### src/rtl/stream_mux_pkg.sv
// Shared types and helpers for the N:1 stream multiplexer family.
package stream_mux_pkg;

   typedef enum logic {ST_IDLE, ST_LOCK} mux_state_t;

   // Index width that stays at least 1 bit for degenerate channel counts.
   function automatic int clog2_safe(input int n);
      return (n > 1) ? $clog2(n) : 1;
   endfunction

endpackage

### src/rtl/stream_mux_nto1_rr_arbiter.sv
// Round-robin picker: first requesting channel at or after ptr, wrapping mod N.
module rr_arbiter_n
   import stream_mux_pkg::*;
#(
   parameter int N    = 4,
   parameter int SELW = clog2_safe(N)
) (
   input  logic [N-1:0]    req,
   input  logic [SELW-1:0] ptr,
   output logic [SELW-1:0] gnt_idx,
   output logic            gnt_vld
);

   int unsigned idx;

   always_comb begin
      gnt_idx = '0;
      gnt_vld = 1'b0;
      idx     = 0;
      for (int unsigned i = 0; i < unsigned'(N); i++) begin
         idx = (unsigned'(int'(ptr)) + i) % unsigned'(N);
         if (!gnt_vld && req[idx]) begin
            gnt_vld = 1'b1;
            gnt_idx = SELW'(idx);
         end
      end
   end

endmodule

### src/rtl/stream_mux_nto1.sv
// Registered N:1 stream mux with packet lock; define MUX_RR_ARB_EN to replace
// the external sel with an internal round-robin arbiter.
module stream_mux_nto1
   import stream_mux_pkg::*;
#(
   parameter int W = 8,
   parameter int N = 4,
   localparam int SELW = clog2_safe(N)
) (
   input  logic              clk,
   input  logic              rst_n,
   input  logic [N*W-1:0]    in_data,
   input  logic [N-1:0]      in_valid,
   input  logic [N-1:0]      in_last,
   output logic [N-1:0]      in_ready,
   input  logic [SELW-1:0]   sel,
   output logic [W-1:0]      out_data,
   output logic              out_valid,
   output logic              out_last,
   output logic [SELW-1:0]   out_chan,
   input  logic              out_ready,
   output logic              busy
);

   mux_state_t      state, state_nxt;
   logic [SELW-1:0] cur, cur_nxt;
   logic [SELW-1:0] cand;
   logic            cand_vld;
   logic            load;
   logic            pkt_end;

`ifdef MUX_RR_ARB_EN
   logic [SELW-1:0] rr_ptr;
   logic            unused_sel;

   assign unused_sel = ^sel;

   rr_arbiter_n #(
      .N    (N),
      .SELW (SELW)
   ) u_arb (
      .req     (in_valid),
      .ptr     (rr_ptr),
      .gnt_idx (cand),
      .gnt_vld (cand_vld)
   );

   always_ff @(posedge clk or negedge rst_n) begin
      if (!rst_n) begin
         rr_ptr <= '0;
      end else if (pkt_end) begin
         rr_ptr <= (cur == SELW'(N - 1)) ? '0 : cur + 1'b1;
      end
   end
`else
   logic sel_in_range;

   // A full power-of-two sel space can never point past the last channel.
   if ((1 << SELW) == N) begin : g_sel_full
      assign sel_in_range = 1'b1;
   end else begin : g_sel_part
      assign sel_in_range = (int'(sel) < N);
   end

   assign cand     = sel;
   assign cand_vld = sel_in_range && in_valid[sel];
`endif

   always_comb begin
      state_nxt = state;
      cur_nxt   = cur;
      in_ready  = '0;
      load      = 1'b0;
      unique case (state)
         ST_IDLE: begin
            if (cand_vld) begin
               cur_nxt   = cand;
               state_nxt = ST_LOCK;
            end
         end
         ST_LOCK: begin
            in_ready[cur] = !out_valid || out_ready;
            load          = in_valid[cur] && in_ready[cur];
            if (load && in_last[cur]) begin
               state_nxt = ST_IDLE;
            end
         end
         default: state_nxt = ST_IDLE;
      endcase
   end

   assign pkt_end = load && in_last[cur];
   assign busy    = (state == ST_LOCK);

   always_ff @(posedge clk or negedge rst_n) begin
      if (!rst_n) begin
         state <= ST_IDLE;
         cur   <= '0;
      end else begin
         state <= state_nxt;
         cur   <= cur_nxt;
      end
   end

   // A load wins over a drain so back-to-back beats keep out_valid high.
   always_ff @(posedge clk or negedge rst_n) begin
      if (!rst_n) begin
         out_data  <= '0;
         out_valid <= 1'b0;
         out_last  <= 1'b0;
         out_chan  <= '0;
      end else if (load) begin
         out_data  <= in_data[cur*W +: W];
         out_valid <= 1'b1;
         out_last  <= in_last[cur];
         out_chan  <= cur;
      end else if (out_ready) begin
         out_valid <= 1'b0;
      end
   end

endmodule

### config.mk
export PLATFORM = sky130hd
export DESIGN_NAME = stream_mux_nto1
export DESIGN_NICKNAME = d
export VERILOG_FILES = /design/src/rtl/stream_mux_pkg.sv /design/src/rtl/stream_mux_nto1_rr_arbiter.sv /design/src/rtl/stream_mux_nto1.sv
export SDC_FILE = /design/constraint.sdc
export NUM_CORES = 1
export LEC_CHECK = 0
export CAP_MARGIN = 20
export CORE_AREA = 10 10 48 87
export CTS_CLUSTER_SIZE = 20
export DETAILED_ROUTE_END_ITERATION = 12
export DIE_AREA = 0 0 58 97
export PLACE_DENSITY = 0.77
export SETUP_SLACK_MARGIN = 0.05
export SLEW_MARGIN = 20
export SYNTH_ARGS = -nofsm -noshare
export SYNTH_HDL_FRONTEND = slang
export SYNTH_SLANG_ARGS = --single-unit
### constraint.sdc
create_clock -name clk -period 2.02 [get_ports clk]
set_clock_uncertainty 0.2 [all_clocks]
set_input_delay 0.505 -clock clk [delete_from_list [all_inputs] [get_ports clk]]
set_output_delay 0.505 -clock clk [all_outputs]
set_load 0.02 [all_outputs]
---- Word-level counts from Yosys, hierarchy flattened ----
Index checks and enable logic that the tools add are counted.
storage, ports and cells
  register bits after elaboration ......... 15
  input port bits ......................... 45
  logic and storage cells ................. 36
cells by class
  magnitude comparators ................... 3
  shift-type cells ........................ 1
  multiplexer cells ....................... 17
  bitwise operators ....................... 2
  reduce and logical (&&, ||, !) cells .... 7
operators with widths
  kind                                                                count
  indexed part select 32 x 6 -> 8 bit                                 1
  2-to-1 mux 1 bit                                                    10
  binary-select mux 1 bit (select 2 bit)                              4
  < comparator 2 x 3 -> 1 bit (second input constant)                 2
  bitwise AND 4 bit                                                   1
  2-to-1 mux 4 bit                                                    1
  logical AND 1 bit                                                   3
  demux 1 bit (select 2 bit)                                          1
  greater-or-equal comparator 2 x 1 -> 1 bit (second input constant)  1
  one-hot mux 1 bit (2 select lines)                                  1
  AND reduction 2 bit                                                 1
  nonzero test 2 bit                                                  1
  zero test 1 bit                                                     1
  logical OR 1 bit                                                    1
  inverter 1 bit                                                      1

---- Longest topological paths before layout ----
Gate-level depths: netlist (run 1).
  depth in word-level cells ............... 11
  mapped depth ............................ 5
  depth with buffers taken out ............ 3

---- Worst setup path before layout (run 1) ----
OpenSTA, ideal clock, no wires.
  path kind ............................... register to output
  start point ............................. reg cur[1]
  end point ............................... out in_ready[2]
  data arrival time ....................... 1.361 ns
  data required time ...................... 1.315 ns
  path slack .............................. -0.046 ns
  cell stages (with the launch flop) ...... 5
  path buffers ............................ 2
  path through ............................ dfrtp_1 -> buf_2 -> buf_1 -> inv_1 -> nor3_1
between the ends
  longest elaborated chain between the ends .. 6
  elaborated cells between the ends (all ways) .. 7
  those cells by class .................... order compare (2); mux (3); bitwise (1); reduce/logical (1)
RTL lines
  what                                                                                                             RTL line                RTL
  start, declared                                                                                                  stream_mux_nto1.sv:26   logic [SELW-1:0] cur, cur_nxt;
  start signal, assigned                                                                                           stream_mux_nto1.sv:101  cur <= cur_nxt;
  < comparator 2 x 3 -> 1 bit (implied by the code) or greater-or-equal comparator 2 x 1 -> 1 bit (tied branches)  stream_mux_nto1.sv:82   in_ready[cur] = !out_valid || out_ready;
  logical AND 1 bit (implied by the code)                                                                          stream_mux_nto1.sv:82
  2-to-1 mux 1 bit (implied by the code)                                                                           stream_mux_nto1.sv:82
  demux 1 bit (select 2 bit) (*)                                                                                   stream_mux_nto1.sv:82
  bitwise AND 4 bit (no source line) (*)                                                                           -
  2-to-1 mux 4 bit (*)                                                                                             stream_mux_nto1.sv:74   unique case (state)
  end, declared                                                                                                    stream_mux_nto1.sv:15   output logic [N-1:0] in_ready,
Every way passes the cells marked *; elsewhere a longest branch is shown, timed or not.

---- Worst setup path in the final report (run 1) ----
  start point ............................. in out_ready
  end point ............................... out in_ready[2]
between the ends
  longest elaborated chain between the ends .. 3
RTL lines
  what                                RTL line               RTL
  start, declared                     stream_mux_nto1.sv:21  input logic out_ready,
  logical OR 1 bit                    stream_mux_nto1.sv:82
  bitwise AND 4 bit (no source line)  -
  2-to-1 mux 4 bit                    stream_mux_nto1.sv:74
Every way passes these cells.

==> impl_results.md, run 1 <==
- Total negative slack: 0 ns
- CP Launch Type: primary input
- Sequential area share after synthesis: about 40%
- Critical path class: primary input to primary output
- Compound-cell area share of the yosys netlist: 3.42%
- Util after Layout: 64.2%
- Max-slew violations: 0
- Clk pin slew, worst setup/hold paths: approximately 0.060 ns
- Final Setup Violations: 0
- Mapped Cells: between 60 and 70
- CP top delay family: buffers and inverters
- Final period utilization: a little over nine tenths
- Clk_lat worst skew: between 0.2 and 0.25 ns
- Combinational cell fraction of total power: 67.7%
- CP Max Fanout: 3
- Internal power: around 1.6 mW
- Critical Path End Type: primary output
- Part of the power in registers: 22.9%
- Mean Syn Cell Area: 15.1 um2
- Crit-path max cell delay: about 0.19 ns
- Residual DRC: 0
- Overflow left after global routing: 0
- Mapped Area: approximately 950 um2
- Count leader, synth: dfrtp_1
- CTS root buf: clkbuf_8
- Mean number of vias per cell: 5.02
- Synth Flop Type: dfrtp_1
- Static leakage: 0.817 nW
- CTS tree: done
- Clock Sinks: 15
- First-pass GRT wire length: roughly 5 mm
- Syn_nets: 108
- Xor/xnor share of the synthesized area: 0%
- Hold WC Path Type: register to register
- Post-synth top area share: 39.4%
- Mux contribution to synthesized area: roughly 45%
- Detailed Route WL: between 3 and 4 mm
- Reg2reg setup slack: between 0.1 and 0.15 ns
- ANT nets after route: 0
- RR Startpoint: cur[0]$_DFFE_PN0P_
- Clock power share: 9.4%
- Commonest cells post-synth: dfrtp_1 (15), mux2_4 (7), mux4_2 (7), mux2_2 (4), mux2i_1 (4)
- Die Wd: about 58 um
- Synth area leader: dfrtp_1
- All-Layer GR Usage: approximately an eighth
- Number of buffers created by CTS: 3
- Largest cells by area after synthesis: dfrtp_1 (39%), mux4_2 (17%), mux2_4 (11%)
- Total core area: between 2000 and 3000 um2
- Vias in the first global route: around 1100
- Hold path startpoint: out_chan[0]$_DFFE_PN0P_
- Buffers added on ports: 61
- Peak supply drop: ~0.94 mV
- Nets: approximately 190
- CP required: between 1 and 1.5 ns
- Drt wl/cell: between 15 and 20 um
- Critical Path AT: between 1 and 1.5 ns
- RSZ-0062 raised after global routing: yes
- Die Height: 97 um
- Initial antenna violation count: 0
- Post-synth ARST share: 100%
- Synth Area in Simple Gates: under 10%
- Layout cells sized above 1: 36.2%
- Largest net degree at the start of global routing: 16
- MaxCap Viol Count: 0
- Max clock buf depth: 2
- Final hold viol count: 0
- Initial DRC count: 13
- DPL Wire Length: 2.87 mm
- Cell at the slowest stage of the critical path: dlygate4sd2_1
- Rows: 27
- Slew @ Worst Pin: approximately 0.28 ns
- Boundary Pins: 62
- Final Power: between 2 and 2.5 mW
- Initial Utilization: around a third
- Crit path cell chain: dlygate4sd2_1 -> nand2b_4 -> nand2_4 -> nor3_2 -> buf_4
- Critical Path Stages: 5
- Post-synthesis adder-cell area fraction: 0%
- H-tree Lvls: 1
- Vias: about 850
- Antenna fix cells: 0
- YS warnings: 0
- Main combinational cell family by area after synthesis: multiplexers
- End of the worst register-to-register path: out_data[1]$_DFFE_PN0P_
- CTS Hold Buffers Added: 0
- Reg2Reg Depth: 5
- Worst Path Buf+Inv: 2
- Synth Register Bits: 15
- Fmax: ~510 MHz
- Distinct cells, synth: 22
- Slew headroom: 81.5%
- Crit path launch: out_ready
- Number of flops mapped to enable cells by yosys: 0
- Full die area: 5630 um2
- Gpl congestion: 0.730
- First-pass detailed-route iteration total: 2
- Tmin final: 1.95 ns
- Layout Area Growth over Synthesis: 86.9%
- Fillers: between 200 and 250
- NetSw: slightly above 0.9 mW
- End of the critical path: in_ready[2]
- Net Sw Frac: 36.4%
- Status: finished clean
- Final Hold Slack: just under 0.3 ns
- Power density over the cells: approximately 1400 nW/um2
[per-layer routing]
| metal | vias to the layer above | track usage, % | part of all wire (%) |
|---|---|---|---|
| li1 | 404 | - | - |
| met5 | - | 0 | 0 |
| met2 | 28 | 23.5 | 62 |
| met4 | 0 | 5.43 | 2.1 |
| met3 | 6 | 2.48 | 5.0 |
| met1 | 416 | 9.68 | 31 |
[how the worst min path moves through the flow]
stage / endpoint / cells past startpoint
floorplan: busy$_DFF_PN0_ / 0
global placement: out_chan[0]$_DFFE_PN0P_ / 1
detailed placement: out_chan[0]$_DFFE_PN0P_ / 1
CTS: out_chan[0]$_DFFE_PN0P_ / 1
global route: out_chan[0]$_DFFE_PN0P_ / 1
finish: out_chan[0]$_DFFE_PN0P_ / 1
[kinds of logic after synthesis]
kind of cell / count (synthesis)
mux: 25
flops: 15
simple gates: 12
buf+inv: 7
compound gates: 4
[final cells by class]
class                   count  area (um2)  area share [%]
repair buffers             79         751            42.2
multi-input cells          41         563            31.6
flip-flops and latches     15         377            21.2
clock buffers               4        45.0            2.53
well taps                  29        36.3            2.04
inverters                   2        7.51           0.422
[flip-flops by register name (all words and copies together) (netlist names)]
name       cells
busy           1
cur            2
out_chan       2
out_data       8
out_last       1
out_valid      1
[through the flow]
stage / instance area, um2 / setup slack [ns] / cells
global placement: 1690 / -0.678 / 164
CTS: 1760 / 0.0457 / 170
global route: 1780 / 0.0244 / 170
finish: 1780 / 0.0652 / 170
floorplan: 957 / 0.0938 / 63
detailed placement: 1690 / -0.697 / 164
[cell usage in the layout, fill, tap and decap left out, types with 2 or more instances in the layout]
cell | Yosys | final
clkdlybuf4s50_1 | 0 | 47
buf_4 | 1 | 21
dfrtp_1 | 15 | 14
mux2_4 | 7 | 8
mux4_2 | 7 | 7
dlygate4sd2_1 | 0 | 6
mux2i_1 | 4 | 4
dlymetal6s2s_1 | 0 | 4
nor2_1 | 3 | 3
mux4_1 | 3 | 3
mux2_2 | 4 | 3
clkbuf_8 | 0 | 3
inv_1 | 2 | 2
nor3_2 | 0 | 2
o22a_1 | 2 | 2
[power by group through the flow]
stage	clock (mW)	combinational, mW	sequential (mW)
global route	0.259	1.79	0.595
finish	0.234	1.69	0.574
detailed placement	0	1.64	0.577
global placement	0	1.61	0.567
floorplan	0	0.846	0.702
CTS	0.244	1.72	0.574
[repair_timing]
item / CTS / global route
setup endpoints to repair: 15 / 7
pin swaps: 4 / 0
setup buffers: 2 / 0
resized for setup: 34 / 5
Note: power is estimated with default switching activity, not from simulation.
==> run 2, diff against run 1 <==
- DONT_BUFFER_PORTS: unset -> 1
- PLACE_DENSITY: 0.77 -> 0.49
==> run 2 against run 1 <==
  * Via count fell by 29%
  * Setup slack got worse by 0.014 ns
  * Wire length fell by 19%
  * Largest cell class is now multi-input gates
  * Final cell count fell by 38%
  * First-iteration DRC count fell by 31%
  * Combinational power fell by 37%
  * Worst hold slack got worse by 0.080 ns
  * Cell area fell by 37%
  * Core utilization fell by 24 points
  * Sequential cell count did not move
  * Clock-buffer cell count did not move
  * Non-clock buffer count fell by 65
==> impl_results.md, run 2 (synthesis gave the netlist of run 1 again) <==
- Mean number of vias per cell: between 5 and 6
- Total negative slack: 0 ns
- Gpl congestion: about 0.69
- Layout Area Growth over Synthesis: 17.5%
- Biggest register: out_data
- CP required: around 1.3 ns
- RSZ-0062 raised after global routing: yes
- Commonest non-fill, non-tap cells in the layout: dfrtp_1 (14), buf_4 (12), mux4_2 (7), mux2_4 (7)
- Fillers: roughly 260
- Placed cell count: 97
- Die Height: 97 um
- Buffers added on ports: 0
- Number of buffers created by CTS: 3
- CTS tree: done
- Top Registers: out_data x8, cur x2, out_chan x2
- Clk pin slew, worst setup/hold paths: roughly 0.060 ns
- Clk_lat worst skew: ~0.24 ns
- Cell at the slowest stage of the critical path: dfrtp_2
- Total core area: 2770 um2
- Fin cells: 105
- Final Power: roughly 2.1 mW
- DPL Wire Length: between 2 and 2.5 mm
- CP Launch Type: register
- Residual DRC: 0
- Clock Sinks: 15
- Vias in the first global route: between 600 and 700
- Antenna fix cells: 0
- Crit-path max cell delay: 0.51 ns
- All-Layer GR Usage: 9.65%
- ANT nets after route: 0
- Initial antenna violation count: 0
- Crit path cell chain: nand2_1 -> nor3_1 -> buf_4
- Critical Path AT: 1.26 ns
- PnR worst setup slack: 0.0516 ns
- Critical Path End Type: primary output
- Slew @ Worst Pin: about 0.72 ns
- Overflow left after global routing: 0
- Critical path class: register to primary output
- Vias: 607
- Tmin final: 1.97 ns
- Rows: 27
- Peak supply drop: between 0.8 and 0.9 mV
- Status: finished clean
- Final Setup Violations: 0
- Final period utilization: 97.4%
- Initial DRC count: 9
- Max reg flops: 8
- Initial Utilization: about a third
- First-pass detailed-route iteration total: 2
- Full die area: around 5600 um2
- Detailed Route WL: between 2 and 3 mm
- H-tree Lvls: 1
- MaxCap Viol Count: 0
- Fmax: 508 MHz
- Drt wl/cell: 25.5 um
- Max clock buf depth: 2
- Largest net degree at the start of global routing: 16
- Place WS: approximately 0.040 ns
- Power density over the cells: ~1800 nW/um2
- Nets: between 100 and 150
- CTS root buf: clkbuf_8
- First-pass GRT wire length: 4.13 mm
- CP Max Fanout: 7
- Slew headroom: a little over half
- Static leakage: between 0.4 and 0.5 nW
- Final hold viol count: 0
- Hold WC Path Type: primary input to register
- Commonest non-fill, non-tap cell in the layout: dfrtp_1
- Die Wd: about 58 um
- Boundary Pins: just over 60
- Layout cells sized above 1: 51.3%
- Max-slew violations: 0
run 2: metal layers:
metal	vias to the layer above	track usage [%]	share of wire (%)
met5	-	0	0
met4	0	4.35	1.0
met3	2	4.84	12
met2	34	16.5	55
met1	301	9.12	31
li1	270	-	-
run 2: worst paths after layout:
| kind | startpoint | endpoint | slack (ns) | depth (start not counted) |
|---|---|---|---|---|
| setup reg to reg | cur[0]$_DFFE_PN0P_ | out_data[2]$_DFFE_PN0P_ | 0.15 | 3 |
| min in group asynchronous | rst_n | out_data[4]$_DFFE_PN0P_ | 0.55 | 1 |
| max in group asynchronous | rst_n | busy$_DFF_PN0_ | 0.56 | 1 |
| hold / removal | sel[1] | cur[1]$_DFFE_PN0P_ | 0.21 | 1 |
| hold reg to reg | out_valid$_DFFE_PN0P_ | out_valid$_DFFE_PN0P_ | 0.39 | 2 |
| setup / recovery | busy$_DFF_PN0_ | in_ready[0] | 0.05 | 3 |
run 2: power by group:
part	switching [mW]	internal, mW	leakage, nW
Clock	0.104	0.140	0.0228
Sequential	0.293	0.459	0.175
Combinational	0.428	0.639	0.301
run 2: per-stage QoR:
step	utilization [%]	hold slack, ns	cell area (um2)
after global placement	36.9	0.00998	1020
final	40.4	0.211	1120
after detailed placement	36.9	0.0100	1020
after floorplan	-	0.00941	957
after global routing	40.4	0.194	1120
after CTS	39.2	0.204	1080
run 2: area by class of cell:
| cell class | instances | area [um2] | share of cell area [%] |
|---|---|---|---|
| Sequential cell | 15 | 377 | 33.7 |
| Tap cell | 29 | 36.3 | 3.24 |
| Clock buffer | 4 | 45.0 | 4.03 |
| Multi-Input combinational cell | 41 | 542 | 48.4 |
| Timing Repair Buffer | 14 | 111 | 9.96 |
| Inverter | 2 | 7.51 | 0.671 |
run 2: worst max-delay path: cells and delay by family (launching register included):
family | cells | cell delay [ns]
buffers and inverters | 1 | 0.18
DFF | 1 | 0.51
and+or+nand+nor | 2 | 0.33
run 2: repair_timing:
item	CTS	global route
endpoints found under the setup margin	4	12
pin swaps	0	0
gates resized for setup	1	3
hold endpoints to repair	15	0
setup buffers	1	2
hold buffers	1	0
